[config.mk]
export PLATFORM = sky130hd
export DESIGN_NAME = adder_share_arbiter_flat
export DESIGN_NICKNAME = d
export VERILOG_FILES = /design/src/rtl/adder_share_arbiter_if.sv /design/src/rtl/adder_share_arbiter.sv /design/src/flat_wrapper.sv
export SDC_FILE = /design/constraint.sdc
export NUM_CORES = 1
export LEC_CHECK = 0
export ABC_AREA = 1
export BUFFER_PORTS_ARGS = -buffer_cell sky130_fd_sc_hd__buf_2
export CAP_MARGIN = 20
export CORE_AREA = 2 2 103 105
export CTS_CLUSTER_DIAMETER = 60
export CTS_CLUSTER_SIZE = 28
export DETAILED_ROUTE_END_ITERATION = 12
export DIE_AREA = 0 0 105 107
export GPL_TIMING_DRIVEN = 1
export PLACE_DENSITY = 0.68
export SETUP_SLACK_MARGIN = 0.5
export SLEW_MARGIN = 20
export SYNTH_ARGS = -nofsm -noshare
export SYNTH_HDL_FRONTEND = slang
export SYNTH_SLANG_ARGS = --single-unit
[constraint.sdc]
create_clock -name clk_i -period 1.57 [get_ports clk_i]
set_clock_uncertainty 0.15 [all_clocks]
set_input_delay 0.471 -clock clk_i [delete_from_list [all_inputs] [get_ports clk_i]]
set_output_delay 0.471 -clock clk_i [all_outputs]
set_load 0.01 [all_outputs]
[src/rtl/adder_share_arbiter_if.sv]
// Request, adder and response signals of the shared-adder arbiter.
// Latency: none (wires only); the slave modport is the arbiter's view.
// Backpressure: carried by req*_ready_o and rsp_ready_i.
//
// Signals:
//   req0_*/req1_*  two valid/ready operand request ports
//   add_src*_o     operands to the external adder, add_sum_i its sum
//   rsp_*          one-entry response register with valid/ready
interface adder_share_arbiter_if #(
    parameter int DATA_W = 32
);
    logic              req0_valid_i;
    logic [DATA_W-1:0] req0_a_i;
    logic [DATA_W-1:0] req0_b_i;
    logic              req0_ready_o;

    logic              req1_valid_i;
    logic [DATA_W-1:0] req1_a_i;
    logic [DATA_W-1:0] req1_b_i;
    logic              req1_ready_o;

    logic [DATA_W-1:0] add_src1_o;
    logic [DATA_W-1:0] add_src2_o;
    logic [DATA_W-1:0] add_sum_i;

    logic              rsp_valid_o;
    logic              rsp_id_o;
    logic [DATA_W-1:0] rsp_sum_o;
    logic              rsp_ready_i;

    // Arbiter side.
    modport slave (
        input  req0_valid_i, req0_a_i, req0_b_i,
        output req0_ready_o,
        input  req1_valid_i, req1_a_i, req1_b_i,
        output req1_ready_o,
        output add_src1_o, add_src2_o,
        input  add_sum_i,
        output rsp_valid_o, rsp_id_o, rsp_sum_o,
        input  rsp_ready_i
    );

    // Requesters, adder and response consumer side.
    modport master (
        output req0_valid_i, req0_a_i, req0_b_i,
        input  req0_ready_o,
        output req1_valid_i, req1_a_i, req1_b_i,
        input  req1_ready_o,
        input  add_src1_o, add_src2_o,
        output add_sum_i,
        input  rsp_valid_o, rsp_id_o, rsp_sum_o,
        output rsp_ready_i
    );
endinterface

[src/rtl/adder_share_arbiter.sv]
// Round-robin share of one external adder between two requesters, result held in a 1-entry response register.
// Latency: 1 cycle from request accept to rsp_valid_o; back-to-back accepts with no bubble.
// Backpressure: while the response is held and rsp_ready_i is low, both request ready outputs stay low.
//
// Ports:
//   clk_i  rising-edge clock
//   rst_i  synchronous active-high reset
//   bus    adder_share_arbiter_if.slave (requests, adder operands/sum, response)
module adder_share_arbiter #(
    parameter int DATA_W = 32
) (
    input  logic                  clk_i,
    input  logic                  rst_i,
    adder_share_arbiter_if.slave  bus
);

    typedef enum logic {
        EMPTY = 1'b0,
        FULL  = 1'b1
    } state_t;

    state_t            state;
    logic              last_gnt;
    logic              rsp_id;
    logic [DATA_W-1:0] rsp_sum;

    logic              gnt_vld;
    logic              gnt_id;
    logic              can_accept;
    logic              accept;

    // A held response may drain in the same cycle a new one is captured.
    assign can_accept = (state == EMPTY) || bus.rsp_ready_i;

    // On contention the port that did not win the last accept goes first.
    always_comb begin
        gnt_vld = 1'b0;
        gnt_id  = 1'b0;
        if (bus.req0_valid_i && bus.req1_valid_i) begin
            gnt_vld = 1'b1;
            gnt_id  = ~last_gnt;
        end else if (bus.req0_valid_i) begin
            gnt_vld = 1'b1;
            gnt_id  = 1'b0;
        end else if (bus.req1_valid_i) begin
            gnt_vld = 1'b1;
            gnt_id  = 1'b1;
        end
    end

    assign accept = gnt_vld && can_accept && !rst_i;

    assign bus.req0_ready_o = accept && (gnt_id == 1'b0);
    assign bus.req1_ready_o = accept && (gnt_id == 1'b1);

    // Operands follow the grant even during a stall; the adder output is
    // simply not captured until can_accept.
    always_comb begin
        bus.add_src1_o = '0;
        bus.add_src2_o = '0;
        if (gnt_vld && !rst_i) begin
            if (gnt_id) begin
                bus.add_src1_o = bus.req1_a_i;
                bus.add_src2_o = bus.req1_b_i;
            end else begin
                bus.add_src1_o = bus.req0_a_i;
                bus.add_src2_o = bus.req0_b_i;
            end
        end
    end

    always_ff @(posedge clk_i) begin
        if (rst_i) begin
            state    <= EMPTY;
            last_gnt <= 1'b1;
            rsp_id   <= 1'b0;
            rsp_sum  <= '0;
        end else begin
            case (state)
                EMPTY: begin
                    if (accept) begin
                        state    <= FULL;
                        rsp_sum  <= bus.add_sum_i;
                        rsp_id   <= gnt_id;
                        last_gnt <= gnt_id;
                    end
                end
                FULL: begin
                    if (accept) begin
                        rsp_sum  <= bus.add_sum_i;
                        rsp_id   <= gnt_id;
                        last_gnt <= gnt_id;
                    end else if (bus.rsp_ready_i) begin
                        // Drain only: payload fields keep their last value.
                        state <= EMPTY;
                    end
                end
                default: state <= EMPTY;
            endcase
        end
    end

    assign bus.rsp_valid_o = (state == FULL);
    assign bus.rsp_id_o    = rsp_id;
    assign bus.rsp_sum_o   = rsp_sum;

endmodule

[src/flat_wrapper.sv]
// flat-port wrapper written by rule: the top's interface ports become plain ports
module adder_share_arbiter_flat 
#(
    parameter int DATA_W = 32
)
  (clk_i, rst_i, bus_req0_valid_i, bus_req0_a_i, bus_req0_b_i, bus_req0_ready_o, bus_req1_valid_i, bus_req1_a_i, bus_req1_b_i, bus_req1_ready_o, bus_add_src1_o, bus_add_src2_o, bus_add_sum_i, bus_rsp_valid_o, bus_rsp_id_o, bus_rsp_sum_o, bus_rsp_ready_i);
  adder_share_arbiter_if #(.DATA_W(DATA_W)) bus_i ();
  input  logic clk_i;
  input  logic rst_i;
  input wire logic [$bits(bus_i.req0_valid_i)-1:0] bus_req0_valid_i;
  input wire logic [$bits(bus_i.req0_a_i)-1:0] bus_req0_a_i;
  input wire logic [$bits(bus_i.req0_b_i)-1:0] bus_req0_b_i;
  output wire logic [$bits(bus_i.req0_ready_o)-1:0] bus_req0_ready_o;
  input wire logic [$bits(bus_i.req1_valid_i)-1:0] bus_req1_valid_i;
  input wire logic [$bits(bus_i.req1_a_i)-1:0] bus_req1_a_i;
  input wire logic [$bits(bus_i.req1_b_i)-1:0] bus_req1_b_i;
  output wire logic [$bits(bus_i.req1_ready_o)-1:0] bus_req1_ready_o;
  output wire logic [$bits(bus_i.add_src1_o)-1:0] bus_add_src1_o;
  output wire logic [$bits(bus_i.add_src2_o)-1:0] bus_add_src2_o;
  input wire logic [$bits(bus_i.add_sum_i)-1:0] bus_add_sum_i;
  output wire logic [$bits(bus_i.rsp_valid_o)-1:0] bus_rsp_valid_o;
  output wire logic [$bits(bus_i.rsp_id_o)-1:0] bus_rsp_id_o;
  output wire logic [$bits(bus_i.rsp_sum_o)-1:0] bus_rsp_sum_o;
  input wire logic [$bits(bus_i.rsp_ready_i)-1:0] bus_rsp_ready_i;
  assign bus_i.req0_valid_i = bus_req0_valid_i;
  assign bus_i.req0_a_i = bus_req0_a_i;
  assign bus_i.req0_b_i = bus_req0_b_i;
  assign bus_req0_ready_o = bus_i.req0_ready_o;
  assign bus_i.req1_valid_i = bus_req1_valid_i;
  assign bus_i.req1_a_i = bus_req1_a_i;
  assign bus_i.req1_b_i = bus_req1_b_i;
  assign bus_req1_ready_o = bus_i.req1_ready_o;
  assign bus_add_src1_o = bus_i.add_src1_o;
  assign bus_add_src2_o = bus_i.add_src2_o;
  assign bus_i.add_sum_i = bus_add_sum_i;
  assign bus_rsp_valid_o = bus_i.rsp_valid_o;
  assign bus_rsp_id_o = bus_i.rsp_id_o;
  assign bus_rsp_sum_o = bus_i.rsp_sum_o;
  assign bus_i.rsp_ready_i = bus_rsp_ready_i;
  adder_share_arbiter #(.DATA_W(DATA_W)) u_core (.clk_i(clk_i), .rst_i(rst_i), .bus(bus_i));
endmodule
Word level (Yosys, flattened, before mapping)
Index checks and enable logic that the tools add are counted.
{"block": "totals", "inputBits": 165, "register_bits": 35, "word_cells": 30, "output_inout_bits": 100}
{"block": "op_classes", "bitwise_logic": 3, "n_reduce_logical": 8, "mux": 15}
{"op": "32-bit two-way mux", "n": 5}
{"op": "1-bit two-way mux", "n": 9}
{"op": "1-bit logical AND", "n": 6}
{"op": "1-bit NOT", "n": 3}
{"op": "1-bit one-hot mux with 2 select lines", "n": 1}
{"op": "1-bit zero test", "n": 1}
{"op": "1-bit logical OR", "n": 1}

Logic depth before layout (Yosys ltp)
Gate-level depths: netlist of the first run.
{"block": "logic_depth", "depth_word": 7, "mapped_depth": 7, "ltp_nobuf": 6}

Least setup slack after synthesis of the first run
Ideal clock, no wire load.
{"block": "synth_timing", "kind": "input port to output port", "start": "input bus_req0_valid_i", "end": "output bus_add_src1_o[22]", "setup_slack_ps": -179, "t_arrival_ps": 1128, "cell_stages": 6, "n_path_buf": 2, "required_ps": 949, "path_cell_list": "nand2_1 nand2_2 buf_6 buf_2 o21ai_1 nor2_1"}
{"block": "synth_between", "elab_chain_len": 4}
{"item": "from (decl)", "line_no": "flat_wrapper.sv:10", "rtl": "input wire logic [$bits(bus_i.req0_valid_i)-1:0] bus_req0_valid_i;"}
{"item": "1-bit two-way mux or 1-bit logical AND (tied branches)", "line_no": "adder_share_arbiter.sv:42, adder_share_arbiter.sv:39"}
{"item": "1-bit two-way mux", "line_no": "adder_share_arbiter.sv:39", "rtl": "if (bus.req0_valid_i && bus.req1_valid_i) begin"}
{"item": "32-bit two-way mux or 1-bit logical AND (tied branches)", "line_no": "adder_share_arbiter.sv:62, adder_share_arbiter.sv:61"}
{"item": "32-bit two-way mux *", "line_no": "adder_share_arbiter.sv:61", "rtl": "if (gnt_vld && !rst_i) begin"}
{"item": "to (decl)", "line_no": "flat_wrapper.sv:18", "rtl": "output wire logic [$bits(bus_i.add_src1_o)-1:0] bus_add_src1_o;"}
Mark *: on every way between the ends. The rest lies on a longest branch, timed or not.

Worst setup path in the final report of the first run
{"block": "layout_timing", "start": "register u_core.last_gnt", "end": "output bus_add_src2_o[31]"}
{"block": "layout_between", "elab_chain_len": 4}
{"item": "from (decl)", "line_no": "adder_share_arbiter.sv:23", "rtl": "logic last_gnt;"}
{"item": "from (signal assigned)", "line_no": "adder_share_arbiter.sv:85", "rtl": "last_gnt <= gnt_id;"}
{"item": "from (signal assigned)", "line_no": "adder_share_arbiter.sv:92", "rtl": "last_gnt <= gnt_id;"}
{"item": "1-bit NOT", "line_no": "adder_share_arbiter.sv:41", "rtl": "gnt_id = ~last_gnt;"}
{"item": "1-bit two-way mux", "line_no": "adder_share_arbiter.sv:39"}
{"item": "32-bit two-way mux", "line_no": "adder_share_arbiter.sv:62", "rtl": "if (gnt_id) begin"}
{"item": "32-bit two-way mux", "line_no": "adder_share_arbiter.sv:61"}
{"item": "to (decl)", "line_no": "flat_wrapper.sv:19", "rtl": "output wire logic [$bits(bus_i.add_src2_o)-1:0] bus_add_src2_o;"}
No other way between the ends.

==> impl_metrics.prom, run 1 <==
# TYPE chip_impl_metric gauge
chip_impl_metric{name="max-clock-path-buffers",unit=""} 2
chip_impl_metric{name="drc_errors",unit=""} 0
chip_impl_metric{name="core_area",unit="µm²"} 10100
chip_impl_metric{name="rrSetupSlack",unit="ns"} 0.26
chip_impl_info{name="path_cells",value="nand2_4, nand2_8, buf_12, buf_12, o21ai_2, nor2_1, buf_2"} 1
chip_impl_metric{name="grt_start_max_net_pins",unit=""} 34
chip_impl_metric{name="met2_length",unit="µm"} 6430
chip_impl_metric{name="worst_path_largest_cell_delay",unit="ns"} 0.34
chip_impl_metric{name="arrival",unit="ns"} 1.43
chip_impl_metric{name="gp_congestion",unit=""} 0.827
chip_impl_metric{name="detail-route-antenna-nets",unit=""} 0
chip_impl_metric{name="worst_ep_required_time",unit="ns"} 0.95
chip_impl_metric{name="drt_first_pass_iters",unit=""} 4
chip_impl_info{name="cts_root_buf",value="clkbuf_8"} 1
chip_impl_metric{name="worstHoldPathCells",unit=""} 3
chip_impl_metric{name="synthesis.nets",unit=""} 543
chip_impl_metric{name="vdd.ir_drop.worst",unit="µV"} 546
chip_impl_info{name="hold_path.startpoint",value="bus_add_sum_i[27]"} 1
chip_impl_info{name="setup_repair_after_global_routing_missed_its_margin",value="yes"} 1
chip_impl_metric{name="cts.reportedPaths.clkPinSlew",unit="ns"} 0.07
chip_impl_metric{name="detailroute.via_count",unit=""} 3689
chip_impl_info{name="highest_layer",value="met4"} 1
chip_impl_metric{name="cts_made_buffers",unit=""} 5
chip_impl_metric{name="worst_r2r_path_depth",unit=""} 7
chip_impl_metric{name="ys_seq_elements",unit=""} 35
chip_impl_metric{name="die-width",unit="µm"} 105
chip_impl_metric{name="initial_utilization",unit=""} 0.218
chip_impl_metric{name="number_of_global_route_vias_before_repair",unit=""} 3377
chip_impl_metric{name="layout_min_cycle_time",unit="ns"} 2.06
chip_impl_metric{name="final-hold-violation-count",unit=""} 0
chip_impl_metric{name="detailed_place_hpwl",unit="µm"} 7690
chip_impl_metric{name="final.period_utilization",unit=""} 1.31
chip_impl_metric{name="worstPathMaxFanout",unit=""} 6
chip_impl_info{name="violations",value="negative setup slack"} 1
chip_impl_metric{name="wire_length_of_the_first_global_routing_pass",unit="µm"} 17100
chip_impl_metric{name="maxCapViolCount",unit=""} 0
chip_impl_metric{name="finalWorstSetupSlack",unit="ns"} -0.486
chip_impl_metric{name="tightest_slew",unit="ns"} 0.373
chip_impl_metric{name="number_of_antenna_violations_at_the_first_check_in_global_routing",unit=""} 1
chip_impl_metric{name="route.final.wire_length",unit="µm"} 12200
chip_impl_metric{name="drt-initial-drc-count",unit=""} 199
chip_impl_info{name="slowest_stage",value="dfxtp_2"} 1
chip_impl_metric{name="wl_met1",unit="µm"} 4620
chip_impl_metric{name="clkSinkCount",unit=""} 35
chip_impl_metric{name="wl_per_cell",unit="µm"} 14.8
chip_impl_metric{name="synth.cell_area",unit="µm²"} 2200
chip_impl_metric{name="timing_max_transition_violations_final",unit=""} 0
chip_impl_metric{name="pre_cts_ws",unit="ns"} -0.507
chip_impl_metric{name="area_growth_syn_to_layout",unit="%"} 147
chip_impl_metric{name="yosysSeqAreaShare",unit=""} 0.319
chip_impl_metric{name="core.rowCount",unit=""} 37
chip_impl_metric{name="final-setup-viol-count",unit=""} 66
chip_impl_metric{name="layoutNonFillerInstCount",unit=""} 823
chip_impl_metric{name="relSlewSlack",unit=""} 0.751
chip_impl_metric{name="die-area",unit="µm²"} 11200
chip_impl_metric{name="design.portCount",unit=""} 265
chip_impl_metric{name="power.density",unit="nW/µm²"} 600
chip_impl_metric{name="io_buffers",unit=""} 264
chip_impl_metric{name="synth_warnings",unit=""} 0
chip_impl_metric{name="total_power",unit="mW"} 3.25
chip_impl_info{name="outcome",value="finished, violations left"} 1
chip_impl_info{name="timing.critical_path.mode_cell",value="buf_12"} 1
chip_impl_metric{name="grtUsageTotal",unit=""} 0.188
chip_impl_metric{name="final_core_util",unit=""} 0.538
chip_impl_metric{name="cts.htree.levels",unit=""} 2
chip_impl_metric{name="clock_latency",unit="ns"} 0.29
chip_impl_metric{name="finalSetupTns",unit="ns"} -27.53
chip_impl_metric{name="die_height",unit="µm"} 107
chip_impl_metric{name="met3WireLength",unit="µm"} 925
chip_impl_metric{name="leakage",unit="nW"} 2.83
chip_impl_metric{name="route.detailed.vias_per_inst",unit=""} 4.48
chip_impl_info{name="critPathTopFamily",value="buffers and inverters"} 1
chip_impl_info{name="timing_worst_setup_path_type",value="flop to output pin"} 1
chip_impl_metric{name="design.final.nets",unit=""} 849
chip_impl_metric{name="postSynthCellCount",unit=""} 378
chip_impl_metric{name="layout-drive-gt1-share",unit=""} 0.736
chip_impl_metric{name="critical_path.n_buffers_inverters",unit=""} 3
chip_impl_info{name="tritoncts",value="built"} 1
chip_impl_metric{name="grt.overflow.total",unit=""} 0
chip_impl_metric{name="number_of_distinct_standard_cells_referenced_by_the_synthesized_netlist",unit=""} 15
chip_impl_info{name="holdCritPathClass",value="input port to flop"} 1
chip_impl_info{name="worst_r2r_startpoint",value="u_core.bus.rsp_valid_o"} 1
chip_impl_info{name="critPathLaunchType",value="flop"} 1
chip_impl_metric{name="syn_area_per_cell",unit="µm²"} 5.81
chip_impl_info{name="timing.critical_path.to_type",value="output pin"} 1
chip_impl_info{name="endpoint_of_the_most_critical_register_to_register_path",value="u_core.bus.rsp_sum_o[19]"} 1
chip_impl_metric{name="dp_cells",unit=""} 775
chip_impl_metric{name="maximum_achievable_frequency",unit="MHz"} 486
chip_impl_info{name="min_to",value="u_core.bus.rsp_sum_o[27]"} 1
[registers in the layout, summed over array words and instances (netlist names)]
signal                  cells
u_core.bus.rsp_valid_o      1
u_core.bus.rsp_sum_o       32
u_core.last_gnt             1
u_core.bus.rsp_id_o         1
[cell type report]
cell class,count,area (µm²)
inverter,10,78.8
fill,961,4670
clock inverter,2,12.5
multi-input combinational,304,1840
sequential,35,747
tap,136,170
timing repair buffer,328,2500
antenna,2,5.00
clock buffer,6,72.6
[power breakdown]
part | switching [mW] | internal, mW | total [mW] | leakage, nW
combinational | 0.743 | 0.826 | 1.57 | 2.49
clock | 0.347 | 0.310 | 0.657 | 0.0412
sequential | 0.0583 | 0.969 | 1.03 | 0.301
total | 1.15 | 2.10 | 3.25 | 2.83
[worst min-delay path, cell delays in order]
cell and delay, ns:
buf_2 0.08, nand2_2 0.03, nand2_1 0.05
[Yosys cell counts, drive strengths merged]
master  count  area (µm²)
clkbuf      4        15.0
inv        10        37.5
dfxtp      35         701
o21ai      64         320
nor2      132         498
nand2      72         273
a21oi       2        10.0
nand3      34         170
buf        25         173
[placed cells by master, fill, tap and decap left out, types with 2 or more instances in the layout]
| cell type | count |
|---|---|
| buf_12 | 14 |
| o21ai_2 | 37 |
| nand3_4 | 2 |
| o21ai_4 | 2 |
| nor2_1 | 112 |
| nand2_1 | 33 |
| nand2_4 | 9 |
| nor2_4 | 4 |
| inv_2 | 2 |
| nand3_1 | 5 |
| buf_16 | 5 |
| a21oi_1 | 2 |
| buf_8 | 6 |
| buf_2 | 225 |
| nor2_2 | 16 |
| clkbuf_8 | 5 |
| inv_1 | 3 |
| nand2_2 | 27 |
| nand3_2 | 27 |
| clkbuf_16 | 5 |
| diode_2 | 2 |
| o21ai_1 | 25 |
| nand2_8 | 3 |
| buf_6 | 44 |
| dfxtp_2 | 34 |
| buf_4 | 28 |
| inv_4 | 2 |
[kinds of logic after synthesis]
family	after synthesis	share of synthesized area
and+or+nand+nor	238	0.428
DFF	35	0.319
buffers and inverters	39	0.103
AOI/OAI and AO/OA	66	0.150
[metrics by stage]
step | hold slack [ns] | instance area, µm²
2_1_floorplan | 0.341 | 2330
3_3_place_gp | 0.303 | 3910
3_5_place_dp | 0.309 | 3910
4_1_cts | 0.210 | 4890
5_1_grt | 0.218 | 5420
6_report | 0.221 | 5430
[what timing repair did]
action                                  in CTS  in global routing
resized for setup                          178                 87
endpoints found under the setup margin     134                134
gates cloned                                 6                  5
hold buffers                                 0                  0
pin swaps                                   26                 21
buffers inserted                            12                 15
[worst max-delay path by stage]
stage	startpoint	end	slack [ns]	cells after the start
floorplan	bus_req0_valid_i	bus_add_src2_o[10]	-0.15	6
global placement	bus_req1_valid_i	bus_add_src1_o[29]	-0.49	8
detailed placement	bus_req1_valid_i	bus_add_src1_o[27]	-0.51	8
CTS	u_core.last_gnt	bus_add_src1_o[31]	-0.47	7
global route	u_core.last_gnt	bus_add_src1_o[2]	-0.56	7
finish	u_core.last_gnt	bus_add_src2_o[31]	-0.49	7
[layer usage]
layer  track usage  up-vias
met5             0        -
met4        0.0467        0
met3        0.0505       20
met2         0.347      166
met1         0.213     1679
li1              -     1824
(Power assumes the default switching activity.)
==> run 2: changes to the inputs <==
Settings changed: CORE_AREA 2 2 103 105 to 2 2 104 106, CTS_BUF_LIST set to sky130_fd_sc_hd__clkbuf_8, DIE_AREA 0 0 105 107 to 0 0 106 108, PLACE_DENSITY 0.68 to 0.67.
==> run 2 against run 1 <==
The flow still finishes with violations (negative setup slack); flip-flop and latch count unchanged; non-clock buffer count decreased by 3; total power decreased by 0.61%; critical path type unchanged; largest cell class unchanged; setup slack got worse by 0.0071 ns; via count increased by 0.43%; global-route usage increased by 0.076 points; sequential power about the same; critical path depth decreased by 1; clock-buffer cell count decreased by 1; cell count increased by 0.24%; hold slack got worse by 0.0016 ns; first-iteration DRC count increased by 38%.
==> impl_metrics.prom, run 2 (synthesized netlist as in run 1, its figures left out) <==
# TYPE chip_impl_metric gauge
chip_impl_info{name="outcome",value="finished, violations left"} 1
chip_impl_info{name="violations",value="negative setup slack"} 1
chip_impl_metric{name="area_growth_syn_to_layout",unit="%"} 146
chip_impl_info{name="critPathLaunchType",value="flop"} 1
chip_impl_metric{name="pre_cts_ws",unit="ns"} -0.549
chip_impl_info{name="tritoncts",value="built"} 1
chip_impl_metric{name="final_core_util",unit=""} 0.528
chip_impl_metric{name="finalSetupTns",unit="ns"} -28.91
chip_impl_metric{name="detail-route-antenna-nets",unit=""} 0
chip_impl_metric{name="timing_max_transition_violations_final",unit=""} 0
chip_impl_metric{name="drt_first_pass_iters",unit=""} 5
chip_impl_metric{name="wire_length_of_the_first_global_routing_pass",unit="µm"} 17000
chip_impl_metric{name="route.detailed.vias_per_inst",unit=""} 4.49
chip_impl_metric{name="grt_start_max_net_pins",unit=""} 34
chip_impl_info{name="crit_end",value="bus_add_src1_o[7]"} 1
chip_impl_metric{name="detailroute.via_count",unit=""} 3705
chip_impl_metric{name="final-hold-violation-count",unit=""} 0
chip_impl_metric{name="tightest_slew",unit="ns"} 0.275
chip_impl_metric{name="core.rowCount",unit=""} 37
chip_impl_metric{name="maximum_achievable_frequency",unit="MHz"} 485
chip_impl_metric{name="finalWorstSetupSlack",unit="ns"} -0.493
chip_impl_info{name="setup_repair_after_global_routing_missed_its_margin",value="yes"} 1
chip_impl_metric{name="core_area",unit="µm²"} 10200
chip_impl_info{name="path_cells",value="nand2_4, nand2_8, buf_4, o21ai_0, nor2_1, buf_2"} 1
chip_impl_metric{name="holdBufCountCts",unit=""} 0
chip_impl_metric{name="worst_r2r_path_depth",unit=""} 11
chip_impl_info{name="cts_root_buf",value="clkbuf_8"} 1
chip_impl_info{name="slowest_stage",value="dfxtp_2"} 1
chip_impl_metric{name="n_fill_cell",unit=""} 961
chip_impl_info{name="layout_commonest_cell",value="buf_2"} 1
chip_impl_metric{name="wl_per_cell",unit="µm"} 15.2
chip_impl_info{name="endpoint_of_the_most_critical_register_to_register_path",value="u_core.bus.rsp_sum_o[25]"} 1
chip_impl_info{name="critPathTopFamily",value="flip-flops"} 1
chip_impl_metric{name="die_height",unit="µm"} 108
chip_impl_info{name="mostFrequentLayoutCells",value="buf_2 (225), nor2_1 (117), buf_6 (50)"} 1
chip_impl_metric{name="arrival",unit="ns"} 1.44
chip_impl_metric{name="dp_cells",unit=""} 773
chip_impl_metric{name="max-clock-path-buffers",unit=""} 2
chip_impl_metric{name="total_power",unit="mW"} 3.23
chip_impl_metric{name="worst_ep_required_time",unit="ns"} 0.95
chip_impl_metric{name="cts.htree.levels",unit=""} 2
chip_impl_metric{name="number_of_antenna_violations_at_the_first_check_in_global_routing",unit=""} 5
chip_impl_metric{name="placement.cell_area",unit="µm²"} 3830
chip_impl_metric{name="relSlewSlack",unit=""} 0.817
chip_impl_metric{name="detailed_place_hpwl",unit="µm"} 8080
chip_impl_info{name="crit_start",value="u_core.last_gnt"} 1
chip_impl_metric{name="drc_errors",unit=""} 0
chip_impl_metric{name="route.final.wire_length",unit="µm"} 12500
chip_impl_metric{name="number_of_global_route_vias_before_repair",unit=""} 3403
chip_impl_metric{name="die-area",unit="µm²"} 11400
chip_impl_metric{name="die-width",unit="µm"} 106
chip_impl_metric{name="critical_path.n_buffers_inverters",unit=""} 2
chip_impl_metric{name="clock_latency",unit="ns"} 0.28
chip_impl_metric{name="design.portCount",unit=""} 265
chip_impl_metric{name="fin_area",unit="µm²"} 5400
chip_impl_metric{name="vdd.ir_drop.worst",unit="µV"} 460
chip_impl_metric{name="design.final.nets",unit=""} 848
chip_impl_info{name="timing_worst_setup_path_type",value="flop to output pin"} 1
chip_impl_info{name="holdCritPathClass",value="input port to flop"} 1
chip_impl_metric{name="worst_path_largest_cell_delay",unit="ns"} 0.36
chip_impl_metric{name="drt-initial-drc-count",unit=""} 274
chip_impl_metric{name="layout_min_cycle_time",unit="ns"} 2.06
chip_impl_metric{name="layoutNonFillerInstCount",unit=""} 825
chip_impl_metric{name="largest_register_ff_count",unit=""} 32
chip_impl_metric{name="clkSinkCount",unit=""} 35
chip_impl_metric{name="final-setup-viol-count",unit=""} 79
chip_impl_metric{name="grtUsageTotal",unit=""} 0.188
chip_impl_metric{name="worstHoldPathCells",unit=""} 3
chip_impl_metric{name="io_buffers",unit=""} 264
chip_impl_metric{name="layout-drive-gt1-share",unit=""} 0.705
chip_impl_metric{name="worstPathMaxFanout",unit=""} 13
chip_impl_metric{name="initial_utilization",unit=""} 0.215
chip_impl_metric{name="gp_congestion",unit=""} 0.901
chip_impl_metric{name="final.period_utilization",unit=""} 1.31
chip_impl_metric{name="cts.reportedPaths.clkPinSlew",unit="ns"} 0.08
chip_impl_metric{name="cts_made_buffers",unit=""} 5
chip_impl_metric{name="worst_hold_slack",unit="ns"} 0.219
chip_impl_metric{name="leakage",unit="nW"} 2.83
chip_impl_metric{name="power.density",unit="nW/µm²"} 598
chip_impl_metric{name="crit_cells",unit=""} 6
chip_impl_metric{name="rrSetupSlack",unit="ns"} -0.04
chip_impl_info{name="timing.critical_path.to_type",value="output pin"} 1
chip_impl_metric{name="grt.overflow.total",unit=""} 0
chip_impl_metric{name="maxCapViolCount",unit=""} 0
chip_impl_info{name="worst_r2r_startpoint",value="u_core.bus.rsp_valid_o"} 1
-- run 2: worst min-delay path by stage --
| stage | slack [ns] | from | endpoint |
|---|---|---|---|
| after CTS | 0.21 | bus_add_sum_i[4] | u_core.bus.rsp_sum_o[4] |
| after global placement | 0.31 | u_core.bus.rsp_sum_o[8] | u_core.bus.rsp_sum_o[8] |
| final | 0.22 | bus_add_sum_i[22] | u_core.bus.rsp_sum_o[22] |
| after detailed placement | 0.31 | u_core.bus.rsp_sum_o[26] | u_core.bus.rsp_sum_o[26] |
| after floorplan | 0.34 | u_core.bus.rsp_sum_o[11] | u_core.bus.rsp_sum_o[11] |
| after global routing | 0.22 | bus_add_sum_i[27] | u_core.bus.rsp_sum_o[27] |
-- run 2: final cells by class --
cell class	count	area (µm²)	area share
antenna	5	12.5	0.00232
clock buffer	5	68.8	0.0127
clock inverter	3	16.3	0.00301
inverter	10	81.3	0.0151
multi-input combinational	306	1800	0.333
sequential	35	747	0.138
tap	136	170	0.0315
timing repair buffer	325	2510	0.464
-- run 2: worst register-to-register path, cell delays in order, from the launching register on --
cell and delay (ns):
dfxtp_4 0.37, nand2_8 0.09, nand3_4 0.09, buf_6 0.12, buf_6 0.10, buf_6 0.10, buf_8 0.12, inv_12 0.08
buf_12 0.12, buf_16 0.11, nand2_4 0.04, nand2_1 0.06
-- run 2: per-layer routing --
metal	up-vias	global-route usage	share of wire
li1	1823	-	-
met1	1670	0.203	0.37
met2	194	0.353	0.53
met3	18	0.0476	0.082
met4	0	0.0724	0.019
met5	-	0	0
-- run 2: power by group --
group	leakage [nW]	switching, mW	internal [mW]
logic	2.49	0.752	0.818
registers	0.301	0.0524	0.968
clock network	0.0454	0.339	0.304
-- run 2: what timing repair did --
item / CTS / global route
setup endpoints to repair: 134 / 134
setup buffers: 10 / 14
pin swaps: 12 / 13
cloned: 11 / 4
gates resized for setup: 186 / 70
